File: config.mk
export PLATFORM = sky130hd
export DESIGN_NAME = elevator_direction_scheduler
export DESIGN_NICKNAME = d
export VERILOG_FILES = /design/src/rtl/elevator_pkg.sv /design/src/rtl/elevator_req_queue.sv /design/src/rtl/elevator_direction_scheduler.sv
export SDC_FILE = /design/constraint.sdc
export NUM_CORES = 1
export LEC_CHECK = 0
export ABC_AREA = 1
export BUFFER_PORTS_ARGS = -buffer_cell sky130_fd_sc_hd__buf_2
export CAP_MARGIN = 30
export CORE_MARGIN = 2
export CORE_UTILIZATION = 40
export CTS_BUF_LIST = sky130_fd_sc_hd__clkbuf_2
export CTS_CLUSTER_SIZE = 10
export DETAILED_ROUTE_END_ITERATION = 8
export GPL_TIMING_DRIVEN = 0
export PLACE_DENSITY_LB_ADDON = 0.2
export SLEW_MARGIN = 30
export SYNTH_ARGS = -nofsm -noshare
export SYNTH_HDL_FRONTEND = slang
export SYNTH_SLANG_ARGS = --single-unit
File: constraint.sdc
create_clock -name clk_i -period 3.1 [get_ports clk_i]
set_clock_uncertainty 0.15 [all_clocks]
set_input_delay 0.62 -clock clk_i [delete_from_list [all_inputs] [get_ports clk_i]]
set_output_delay 0.62 -clock clk_i [all_outputs]
set_load 0.005 [all_outputs]
File: src/rtl/elevator_pkg.sv
// ---------------------------------------------------------------------------
// elevator_pkg
// Shared types and helpers for the elevator direction scheduler.
//   elev_state_t : SCAN FSM states (IDLE, UP, DOWN, SERVE)
//   DIR_UP/DIR_DOWN : encodings of the committed direction bit
//   anyAbove/anyBelow/isHere : request-mask helpers over a pending bitmap.
//     Each takes the bitmap zero-extended to MAX_FLOORS bits, the car floor
//     and the number of floors actually present.
// ---------------------------------------------------------------------------
package elevator_pkg;

  typedef enum logic [1:0] {
    IDLE  = 2'd0,
    UP    = 2'd1,
    DOWN  = 2'd2,
    SERVE = 2'd3
  } elev_state_t;

  localparam logic DIR_UP   = 1'b1;
  localparam logic DIR_DOWN = 1'b0;

  // Widest bitmap the helpers accept; narrower queues are zero-extended.
  localparam int MAX_FLOORS = 32;

  // True when any floor strictly above 'floor' has a pending request.
  function automatic logic anyAbove(input logic [MAX_FLOORS-1:0] queueBits,
                                    input int floor, input int nFloors);
    logic hit;
    hit = 1'b0;
    for (int i = 0; i < MAX_FLOORS; i++) begin
      if ((i < nFloors) && (i > floor)) hit = hit | queueBits[i];
    end
    return hit;
  endfunction

  // True when any floor strictly below 'floor' has a pending request.
  function automatic logic anyBelow(input logic [MAX_FLOORS-1:0] queueBits,
                                    input int floor, input int nFloors);
    logic hit;
    hit = 1'b0;
    for (int i = 0; i < MAX_FLOORS; i++) begin
      if ((i < nFloors) && (i < floor)) hit = hit | queueBits[i];
    end
    return hit;
  endfunction

  // Request bit at 'floor'; a floor outside the building reads as 0.
  function automatic logic isHere(input logic [MAX_FLOORS-1:0] queueBits,
                                  input int floor, input int nFloors);
    logic hit;
    hit = 1'b0;
    for (int i = 0; i < MAX_FLOORS; i++) begin
      if ((i < nFloors) && (i == floor)) hit = hit | queueBits[i];
    end
    return hit;
  endfunction

endpackage

File: src/rtl/elevator_req_queue.sv
// ---------------------------------------------------------------------------
// elevator_req_queue
// Registered pending-request bitmap, bit i = floor i.
//   clk_i, rst_ni        : clock, asynchronous active-low reset
//   req_valid_i/req_floor_i : set port; floors >= N_FLOORS are dropped
//   clr_en_i/clr_floor_i : clear port; a clear beats a set of the same bit
//   queue_o              : registered bitmap
//   empty_o              : registered flag, high when the bitmap is zero
// ---------------------------------------------------------------------------
module elevator_req_queue
#(
  parameter int N_FLOORS = 8,
  parameter int FLOOR_W  = $clog2(N_FLOORS)
)(
  input  logic                clk_i,
  input  logic                rst_ni,
  input  logic                req_valid_i,
  input  logic [FLOOR_W-1:0]  req_floor_i,
  input  logic                clr_en_i,
  input  logic [FLOOR_W-1:0]  clr_floor_i,
  output logic [N_FLOORS-1:0] queue_o,
  output logic                empty_o
);

  logic [N_FLOORS-1:0] queue_q;
  logic [N_FLOORS-1:0] queue_d;
  logic [N_FLOORS-1:0] setMask;
  logic [N_FLOORS-1:0] clrMask;
  logic                empty_q;
  logic                setInRange;

  // Build one-hot set/clear masks. Applying the clear after the set makes a
  // request for the floor being cleared disappear in the same cycle.
  always_comb begin
    setMask    = '0;
    clrMask    = '0;
    setInRange = req_valid_i && (int'(req_floor_i) < N_FLOORS);
    for (int i = 0; i < N_FLOORS; i++) begin
      if (setInRange && (int'(req_floor_i) == i)) setMask[i] = 1'b1;
      if (clr_en_i && (int'(clr_floor_i) == i))   clrMask[i] = 1'b1;
    end
    queue_d = (queue_q | setMask) & ~clrMask;
  end

  // Bitmap and its empty flag are both registered so the flag never lags.
  always_ff @(posedge clk_i or negedge rst_ni) begin
    if (!rst_ni) begin
      queue_q <= '0;
      empty_q <= 1'b1;
    end else begin
      queue_q <= queue_d;
      empty_q <= ~|queue_d;
    end
  end

  assign queue_o = queue_q;
  assign empty_o = empty_q;

endmodule

File: src/rtl/elevator_direction_scheduler.sv
// ---------------------------------------------------------------------------
// elevator_direction_scheduler
// Latches floor requests and runs a SCAN direction FSM (IDLE/UP/DOWN/SERVE),
// clearing each request as its floor is served.
//   clk_i, rst_ni      : clock, asynchronous active-low reset
//   req_valid_i/req_floor_i : one-cycle request strobe and floor
//   current_floor_i    : floor the car is at or passing
//   floor_valid_i      : car is level at current_floor_i this cycle
//   door_hold_i        : reloads the dwell counter (ELEV_DWELL_EN builds only)
//   queue_status_o     : pending bitmap; queue_empty_o when it is zero
//   next_up_ndown_o    : committed direction, 1 = up
//   move_en_o          : high while in UP or DOWN
//   serve_pulse_o      : one-cycle pulse on entry to SERVE
//   served_floor_o     : floor cleared by the most recent serve
// Build option: define ELEV_DWELL_EN to make SERVE last DWELL_CYCLES cycles
// (extended by door_hold_i); otherwise SERVE lasts one cycle.
// ---------------------------------------------------------------------------
module elevator_direction_scheduler
  import elevator_pkg::*;
#(
  parameter int N_FLOORS     = 8,
  parameter int FLOOR_W      = $clog2(N_FLOORS),
  parameter int DWELL_CYCLES = 4
)(
  input  logic                clk_i,
  input  logic                rst_ni,
  input  logic                req_valid_i,
  input  logic [FLOOR_W-1:0]  req_floor_i,
  input  logic [FLOOR_W-1:0]  current_floor_i,
  input  logic                floor_valid_i,
`ifdef ELEV_DWELL_EN
  input  logic                door_hold_i,
`endif
  output logic [N_FLOORS-1:0] queue_status_o,
  output logic                queue_empty_o,
  output logic                next_up_ndown_o,
  output logic                move_en_o,
  output logic                serve_pulse_o,
  output logic [FLOOR_W-1:0]  served_floor_o
);

  elev_state_t         state_q;
  elev_state_t         state_d;
  logic                dir_q;
  logic                dir_d;
  logic [N_FLOORS-1:0] queueBits;
  logic                queueEmpty;
  logic                aboveHit;
  logic                belowHit;
  logic                hereHit;
  logic                serveHere;
  logic                aheadHit;
  logic                behindHit;
  logic                evalRest;
  logic                dwellBusy;
  logic                enterServe;
  logic                clrEn;

  elevator_req_queue #(
    .N_FLOORS (N_FLOORS),
    .FLOOR_W  (FLOOR_W)
  ) reqQueue (
    .clk_i       (clk_i),
    .rst_ni      (rst_ni),
    .req_valid_i (req_valid_i),
    .req_floor_i (req_floor_i),
    .clr_en_i    (clrEn),
    .clr_floor_i (current_floor_i),
    .queue_o     (queueBits),
    .empty_o     (queueEmpty)
  );

  // Direction masks come from the registered queue only, never from this
  // cycle's request, so a new request influences the FSM one cycle later.
  always_comb begin
    aboveHit  = anyAbove(MAX_FLOORS'(queueBits), int'(current_floor_i), N_FLOORS);
    belowHit  = anyBelow(MAX_FLOORS'(queueBits), int'(current_floor_i), N_FLOORS);
    hereHit   = isHere(MAX_FLOORS'(queueBits), int'(current_floor_i), N_FLOORS);
    serveHere = hereHit && floor_valid_i;
    aheadHit  = (state_q == UP) ? aboveHit : belowHit;
    behindHit = (state_q == UP) ? belowHit : aboveHit;
  end

`ifdef ELEV_DWELL_EN
  localparam int DWELL_W = (DWELL_CYCLES > 1) ? $clog2(DWELL_CYCLES) : 1;
  logic [DWELL_W-1:0] dwellCnt_q;

  // SERVE is held while the door is held or dwell cycles remain.
  assign dwellBusy = door_hold_i || (dwellCnt_q != '0);

  // Dwell counter holds the number of SERVE cycles still to go after this
  // one; door_hold reloads it so the full dwell restarts on release.
  always_ff @(posedge clk_i or negedge rst_ni) begin
    if (!rst_ni) begin
      dwellCnt_q <= '0;
    end else if (state_d == SERVE) begin
      if ((state_q != SERVE) || door_hold_i) dwellCnt_q <= DWELL_W'(DWELL_CYCLES - 1);
      else                                   dwellCnt_q <= dwellCnt_q - 1'b1;
    end else begin
      dwellCnt_q <= '0;
    end
  end
`else
  logic unusedDwell;
  assign unusedDwell = ^DWELL_CYCLES;
  assign dwellBusy   = 1'b0;
`endif

  // SCAN next-state logic. UP/DOWN keep going while requests lie ahead and
  // reverse only when nothing remains ahead. IDLE and SERVE exit share one
  // evaluation that keeps the committed direction when both sides wait.
  always_comb begin
    state_d  = state_q;
    dir_d    = dir_q;
    evalRest = 1'b0;
    case (state_q)
      IDLE: evalRest = 1'b1;
      UP, DOWN: begin
        if (serveHere) begin
          state_d = SERVE;
        end else if (aheadHit) begin
          state_d = state_q;
        end else if (behindHit) begin
          state_d = (state_q == UP) ? DOWN : UP;
          dir_d   = (state_q == UP) ? DIR_DOWN : DIR_UP;
        end else begin
          state_d = IDLE;
        end
      end
      SERVE: evalRest = !dwellBusy;
      default: state_d = IDLE;
    endcase
    if (evalRest) begin
      if (queueEmpty) begin
        state_d = IDLE;
      end else if (serveHere) begin
        state_d = SERVE;
      end else if (aboveHit && belowHit) begin
        state_d = (dir_q == DIR_UP) ? UP : DOWN;
      end else if (aboveHit) begin
        state_d = UP;
        dir_d   = DIR_UP;
      end else if (belowHit) begin
        state_d = DOWN;
        dir_d   = DIR_DOWN;
      end else begin
        state_d = IDLE;
      end
    end
  end

  // The current floor is cleared on entry and kept clear for the whole of
  // SERVE, which also absorbs requests for it during the dwell.
  assign enterServe = (state_d == SERVE) && (state_q != SERVE);
  assign clrEn      = (state_d == SERVE) || (state_q == SERVE);

  // State, direction and all FSM outputs are registered together.
  always_ff @(posedge clk_i or negedge rst_ni) begin
    if (!rst_ni) begin
      state_q        <= IDLE;
      dir_q          <= DIR_UP;
      move_en_o      <= 1'b0;
      serve_pulse_o  <= 1'b0;
      served_floor_o <= '0;
    end else begin
      state_q       <= state_d;
      dir_q         <= dir_d;
      move_en_o     <= (state_d == UP) || (state_d == DOWN);
      serve_pulse_o <= enterServe;
      if (enterServe) served_floor_o <= current_floor_i;
    end
  end

  assign queue_status_o  = queueBits;
  assign queue_empty_o   = queueEmpty;
  assign next_up_ndown_o = dir_q;

endmodule
==> summary.txt, run 1 <==
Status
  • Status: finished clean

Setup path
  • Critical path's slowest cell: o21ai_0
  • Start point of the critical path: current_floor_i[2]
  • Most numerous cell on the critical path: nand2_1
  • Crit path arrival time: 2.82 ns
  • Largest fanout on the critical path: 10
  • Worst setup path class: in -> reg
  • Worst path top cell family by delay: simple AND/OR/NAND/NOR gates
  • Total buffers and inverters traversed by the critical path: 3
  • Kind of start point of the critical path: primary input
  • Required time of the critical path: 3.19 ns
  • Cell breakdown of the critical path: buf_2, buf_6, nor2_8, nand3_1, nand2_1, nand2_1, nand2_1, nand2_1, nand2_2, nor2_1, o21ai_0, ha_1, nor2_2, inv_1, nand3_1, o21ai_0, nand4_1, nor4_1
  • Critical R2R Launch: reqQueue.queue_o[1]
  • Slowest cell delay on critical path: 0.29 ns
  • Sort of element at the end of the critical path: flop

Die
  • Area enclosed by the die boundary: 0.00338 mm²
  • Number of placed I/O pins: 25
  • Row Count: 19
  • Overall die height: 58.1 µm
  • Initial core utilization: 0.425
  • Die X: 58.1 µm
  • Core Footprint: 0.00276 mm²

Finish
  • Most common cell after layout, fill and taps aside: nand2_1
  • Proportion of layout cells with a drive suffix above 1: 0.250
  • Number of diodes added for antenna fixing: 0
  • Sequential cell area in the final layout: 428 µm²
  • Combined area of the multi-input logic cells: 604 µm²
  • Syn-to-layout area delta: 14.6%
  • Total Nets Final: 210
  • Highest-count cells in the layout ignoring fill and taps: 46 x nand2_1, 25 x inv_1, 22 x buf_2
  • Filler Cell Count: 288

Synthesis
  • Post-synthesis instance total: 170
  • Total number of yosys warnings: 0
  • Distinct cell type count after synthesis: 28
  • Net count after synthesis: 183
  • Synthesized area per cell: 6.89 µm²
  • Synth area leader: dfrtp_1
  • Count of state elements after synthesis: 17
  • Biggest area contributors in the synthesized netlist: dfrtp_1 32%, nand2_1 15%, inv_1 8.0%
  • Post-synthesis cell area: 0.00117 mm²
  • Top cell type's share of synthesized area: 0.321
  • Sequential share of the synthesized area: 0.365

GRT
  • Met2 track utilization from global routing: 0.253
  • Grt met3 use: 0.0268
  • Initial antenna violation count: 0
  • GRT Residual Overflow: 0
  • All-Layer GR Usage: 0.172
  • Busiest grt layer: met2
  • Via count of the first global-routing pass: 960
  • Global routing usage on met1: 0.248
  • Wire length of the first global-routing pass: 4.40 mm
  • Maximum number of pins on one net before global-route repair: 18

STA
  • Period Utilization, post-route: 0.882
  • Min cycle time layout: 2.73 ns
  • Smallest hold slack: 0.0195 ns
  • Fin. max-slew vios: 0
  • Final Hold Vio Count: 0
  • Setup repair after global routing missed its margin: false
  • Normalized max-slew margin: 0.745
  • Setup TNS: 0 ns
  • Slew at the pin with the worst max-slew slack: 0.382 ns
  • Maximum clock frequency: 0.366 GHz
  • Setup Viol. Count Final: 0

Drt
  • Residual DRC: 0
  • First-pass iteration count of the detailed router: 4
  • Ratio of routed vias to standard cells: 5.00
  • Vias post-DR: 1136
  • Number of DRC markers in iteration 0: 31
  • Total Routed Length: 2.63 mm
  • Average wire per standard cell: 11.6 µm
  • Remaining antenna violation count: 0

CTS
  • Buffers from clock root to sink, at most: 2
  • CTS root buffer: clkbuf_2
  • CTS tree: built
  • Clk slew on worst S/H paths: 0.20 ns
  • CTS Hold Buffers Added: 0
  • Clk sinks: 17
  • Clock Latency Late Sink: 0.32 ns
  • CTS Buf Count: 3
  • # H-tree levels: 1

Placed design
  • Final weighted congestion of routability-driven global placement: 0.886
  • Port bufs: 22
  • Sum of net half-perimeters after detailed placement: 2.05 mm

Run
  • Count of maximum capacitance violations: 0

Power and ir drop
  • Standby leakage power: 0.764 nW
  • Maximum ir drop on the vdd rail: 0.604 mV
  • PnR Total Power: 1.27 mW
  • Power density relative to cell area: 949 mW/mm²

Hold path
  • Path category of the worst min-delay check: in -> async
## registers in the layout, indices dropped and copies added, names as in the netlist
signal            cells
reqQueue.queue_o      8
served_floor_o        3
state_q               2
move_en_o             1
next_up_ndown_o       1
reqQueue.empty_o      1
serve_pulse_o         1
## cell families after synthesis
kind of cell,synth area share
compound gates,0.0865
fa+ha+maj,0.0321
buf+inv,0.121
flops,0.365
simple gates,0.395
## worst paths after layout
kind / to / slack [ns] / cells after the start
max in group asynchronous: reqQueue.empty_o / 2.47 / 1
hold / removal: served_floor_o[1] / 0.02 / 1
setup / recovery: reqQueue.empty_o / 0.37 / 18
hold reg to reg: served_floor_o[1] / 0.36 / 2
min in group clk_i: served_floor_o[1] / 0.36 / 2
setup reg to reg: reqQueue.empty_o / 0.53 / 18
## layout make-up
cell class	instances	area share
multi-input combinational	121	0.450
sequential	17	0.319
inverter	29	0.0829
timing repair buffer	22	0.0820
tap	31	0.0289
buffer	3	0.0224
clock buffer	3	0.0112
clock inverter	1	0.00373
## cells in the mapped netlist (all sizes together)
master,number
buf,3
nor2,23
nand3b,1
dfstp,2
dfrtp,15
nand4,4
nor4,1
nand2,51
inv,29
o22ai,1
o21ai,13
nor3,2
o31ai,1
ha,3
nand3,15
and3,1
or2,1
and2,1
a21oi,3
## per-stage QoR
stage / setup WS, ns / std cells / utilization / instance area, µm²
after CTS: 0.303 / 227 / 0.486 / 1340
final: 0.367 / 227 / 0.487 / 1340
after global routing: 0.0329 / 227 / 0.487 / 1340
after global placement: -0.0644 / 223 / 0.479 / 1320
after detailed placement: -0.0587 / 223 / 0.479 / 1320
after floorplan: 0.472 / 170 / - / 1170
## metal layers
metal	vias up	share of wire
li1	588	-
met1	503	0.48
met2	41	0.44
met3	4	0.065
met4	0	0.016
met5	-	0
## where the power goes
| part | switching (mW) | internal (mW) | total (mW) |
|---|---|---|---|
| Sequential | 0.0911 | 0.339 | 0.431 |
| Clock | 0.0820 | 0.0292 | 0.111 |
| Combinational | 0.451 | 0.282 | 0.733 |
| Total | 0.624 | 0.651 | 1.27 |
## timing repair
action,CTS,global route
gates resized for setup,0,1
setup endpoints to repair,0,1
setup buffers,0,0
Power figures use the tool's default switching activity.
==> run 2, diff against run 1 <==
--- a/config.mk
+++ b/config.mk
@@ -8,14 +8,16 @@
 export ABC_AREA = 1
 export BUFFER_PORTS_ARGS = -buffer_cell sky130_fd_sc_hd__buf_2
 export CAP_MARGIN = 30
+export CELL_PAD_IN_SITES_DETAIL_PLACEMENT = 0
+export CELL_PAD_IN_SITES_GLOBAL_PLACEMENT = 1
 export CORE_MARGIN = 2
-export CORE_UTILIZATION = 40
+export CORE_UTILIZATION = 39
 export CTS_BUF_LIST = sky130_fd_sc_hd__clkbuf_2
 export CTS_CLUSTER_SIZE = 10
 export DETAILED_ROUTE_END_ITERATION = 8
 export GPL_TIMING_DRIVEN = 0
 export PLACE_DENSITY_LB_ADDON = 0.2
-export SLEW_MARGIN = 30
+export SKIP_CTS_REPAIR_TIMING = 1
 export SYNTH_ARGS = -nofsm -noshare
 export SYNTH_HDL_FRONTEND = slang
 export SYNTH_SLANG_ARGS = --single-unit
==> summary.txt, run 2 (synthesis results as in run 1) <==
CTS
  • Clk slew on worst S/H paths: 0.18 ns
  • Clk sinks: 17
  • CTS root buffer: clkbuf_2
  • # H-tree levels: 1
  • Buffers from clock root to sink, at most: 2
  • CTS tree: built
  • CTS Buf Count: 3
  • Clock Latency Late Sink: 0.30 ns

Setup path
  • Largest fanout on the critical path: 10
  • Crit path arrival time: 2.83 ns
  • Capture instance of the worst register-to-register path: reqQueue.empty_o
  • Kind of start point of the critical path: primary input
  • Sort of element at the end of the critical path: flop
  • Worst reg-to-reg setup slack: 0.51 ns
  • Worst Reg2Reg Path Length in Cells: 18
  • Worst setup path class: in -> reg
  • Critical R2R Launch: reqQueue.queue_o[3]
  • Required time of the critical path: 3.17 ns

STA
  • Setup Viol. Count Final: 0
  • Slew at the pin with the worst max-slew slack: 0.396 ns
  • Fin. max-slew vios: 0
  • Min cycle time layout: 2.76 ns
  • Normalized max-slew margin: 0.736
  • Maximum clock frequency: 0.362 GHz
  • Slack of the critical path: 0.338 ns
  • Period Utilization, post-route: 0.891
  • Final Hold Vio Count: 0
  • Setup repair after global routing missed its margin: false

Hold path
  • Path category of the worst min-delay check: in -> async

Drt
  • Total Routed Length: 2.72 mm
  • Remaining antenna violation count: 0
  • Vias post-DR: 1119
  • Residual DRC: 2
  • Ratio of routed vias to standard cells: 4.93
  • Average wire per standard cell: 12.0 µm
  • Number of DRC markers in iteration 0: 48
  • First-pass iteration count of the detailed router: 6

Power and ir drop
  • Standby leakage power: 0.764 nW
  • PnR Total Power: 1.27 mW
  • Maximum ir drop on the vdd rail: 0.431 mV
  • Power density relative to cell area: 944 mW/mm²

Finish
  • Number of diodes added for antenna fixing: 0
  • Syn-to-layout area delta: 14.4%
  • Highest-count cells in the layout ignoring fill and taps: 46 x nand2_1, 25 x inv_1, 22 x buf_2
  • Flip-flop count of the largest register, all copies and words added: 8
  • Total Nets Final: 210
  • Fin cells: 227
  • Most common cell after layout, fill and taps aside: nand2_1
  • Proportion of layout cells with a drive suffix above 1: 0.245

Die
  • Area enclosed by the die boundary: 0.00346 mm²
  • Initial core utilization: 0.417
  • Row Count: 19
  • Core Footprint: 0.00281 mm²
  • Number of placed I/O pins: 25
  • Overall die height: 58.8 µm
  • Die X: 58.8 µm

Placed design
  • Worst slack at placement: -0.0814 ns
  • Port bufs: 22
  • Final weighted congestion of routability-driven global placement: 0.859
  • Sum of net half-perimeters after detailed placement: 2.14 mm
  • Placed Cells: 223

Run
  • Count of maximum capacitance violations: 0

GRT
  • All-Layer GR Usage: 0.172
  • Wire length of the first global-routing pass: 4.55 mm
  • Maximum number of pins on one net before global-route repair: 18
  • Initial antenna violation count: 0
  • Via count of the first global-routing pass: 1022
  • GRT Residual Overflow: 0

Status
  • Status: finished with violations
  • Violations in the final reports: DRC
## run 2: area by class of cell
| cell class | instances | area, µm² |
|---|---|---|
| clock inverters | 1 | 5.00 |
| fillers | 295 | 1470 |
| inverters | 29 | 111 |
| flip-flops and latches | 17 | 428 |
| well taps | 31 | 38.8 |
| multi-input cells | 121 | 602 |
| plain buffers | 3 | 30.0 |
| repair buffers | 22 | 110 |
| clock buffers | 3 | 15.0 |
## run 2: critical path, stage by stage
cell and delay, ns:
buf_2 0.11, buf_6 0.15, nor2_8 0.15, inv_2 0.04, nand2_1 0.06, nand2_1 0.06, nor2_2 0.09, nand2_2 0.10
nor2_4 0.11, nand2_2 0.06, nand3_1 0.08, nand2_1 0.05, o21ai_1 0.13, ha_1 0.22, nor2_1 0.09, inv_1 0.13
nand3_1 0.08, o21ai_0 0.11, nand4_1 0.16, nor4_1 0.23
## run 2: how the worst max path moves through the flow
stage,start,endpoint,slack [ns]
3_5_place_dp,current_floor_i[2],reqQueue.empty_o,-0.08
2_1_floorplan,current_floor_i[0],reqQueue.empty_o,0.47
6_report,current_floor_i[2],reqQueue.empty_o,0.34
4_1_cts,current_floor_i[2],reqQueue.empty_o,0.26
5_1_grt,current_floor_i[2],reqQueue.empty_o,0.02
3_3_place_gp,current_floor_i[2],reqQueue.empty_o,-0.11
## run 2: per-stage QoR
| stage | area, µm² | setup TNS, ns | util | hold WS (ns) |
|---|---|---|---|---|
| 2_1_floorplan | 1170 | 0 | - | 0.174 |
| 3_3_place_gp | 1320 | -0.115 | 0.471 | 0.313 |
| 3_5_place_dp | 1320 | -0.0814 | 0.471 | 0.318 |
| 4_1_cts | 1340 | 0 | 0.478 | 0.0513 |
| 5_1_grt | 1340 | 0 | 0.478 | 0.0426 |
| 6_report | 1340 | 0 | 0.478 | 0.0512 |
## run 2: layer usage
metal,part of all wire,GRT usage,vias up,routed length [µm]
met2,0.42,0.248,30,1160
met1,0.52,0.258,500,1400
met3,0.054,0.0286,2,147
met4,0.0062,0.0584,0,17
met5,0,0,-,0
li1,-,-,587,-
## run 2: power by group
| part | switching, mW | internal, mW |
|---|---|---|
| Clock | 0.0757 | 0.0292 |
| Combinational | 0.454 | 0.276 |
| Sequential | 0.0919 | 0.340 |
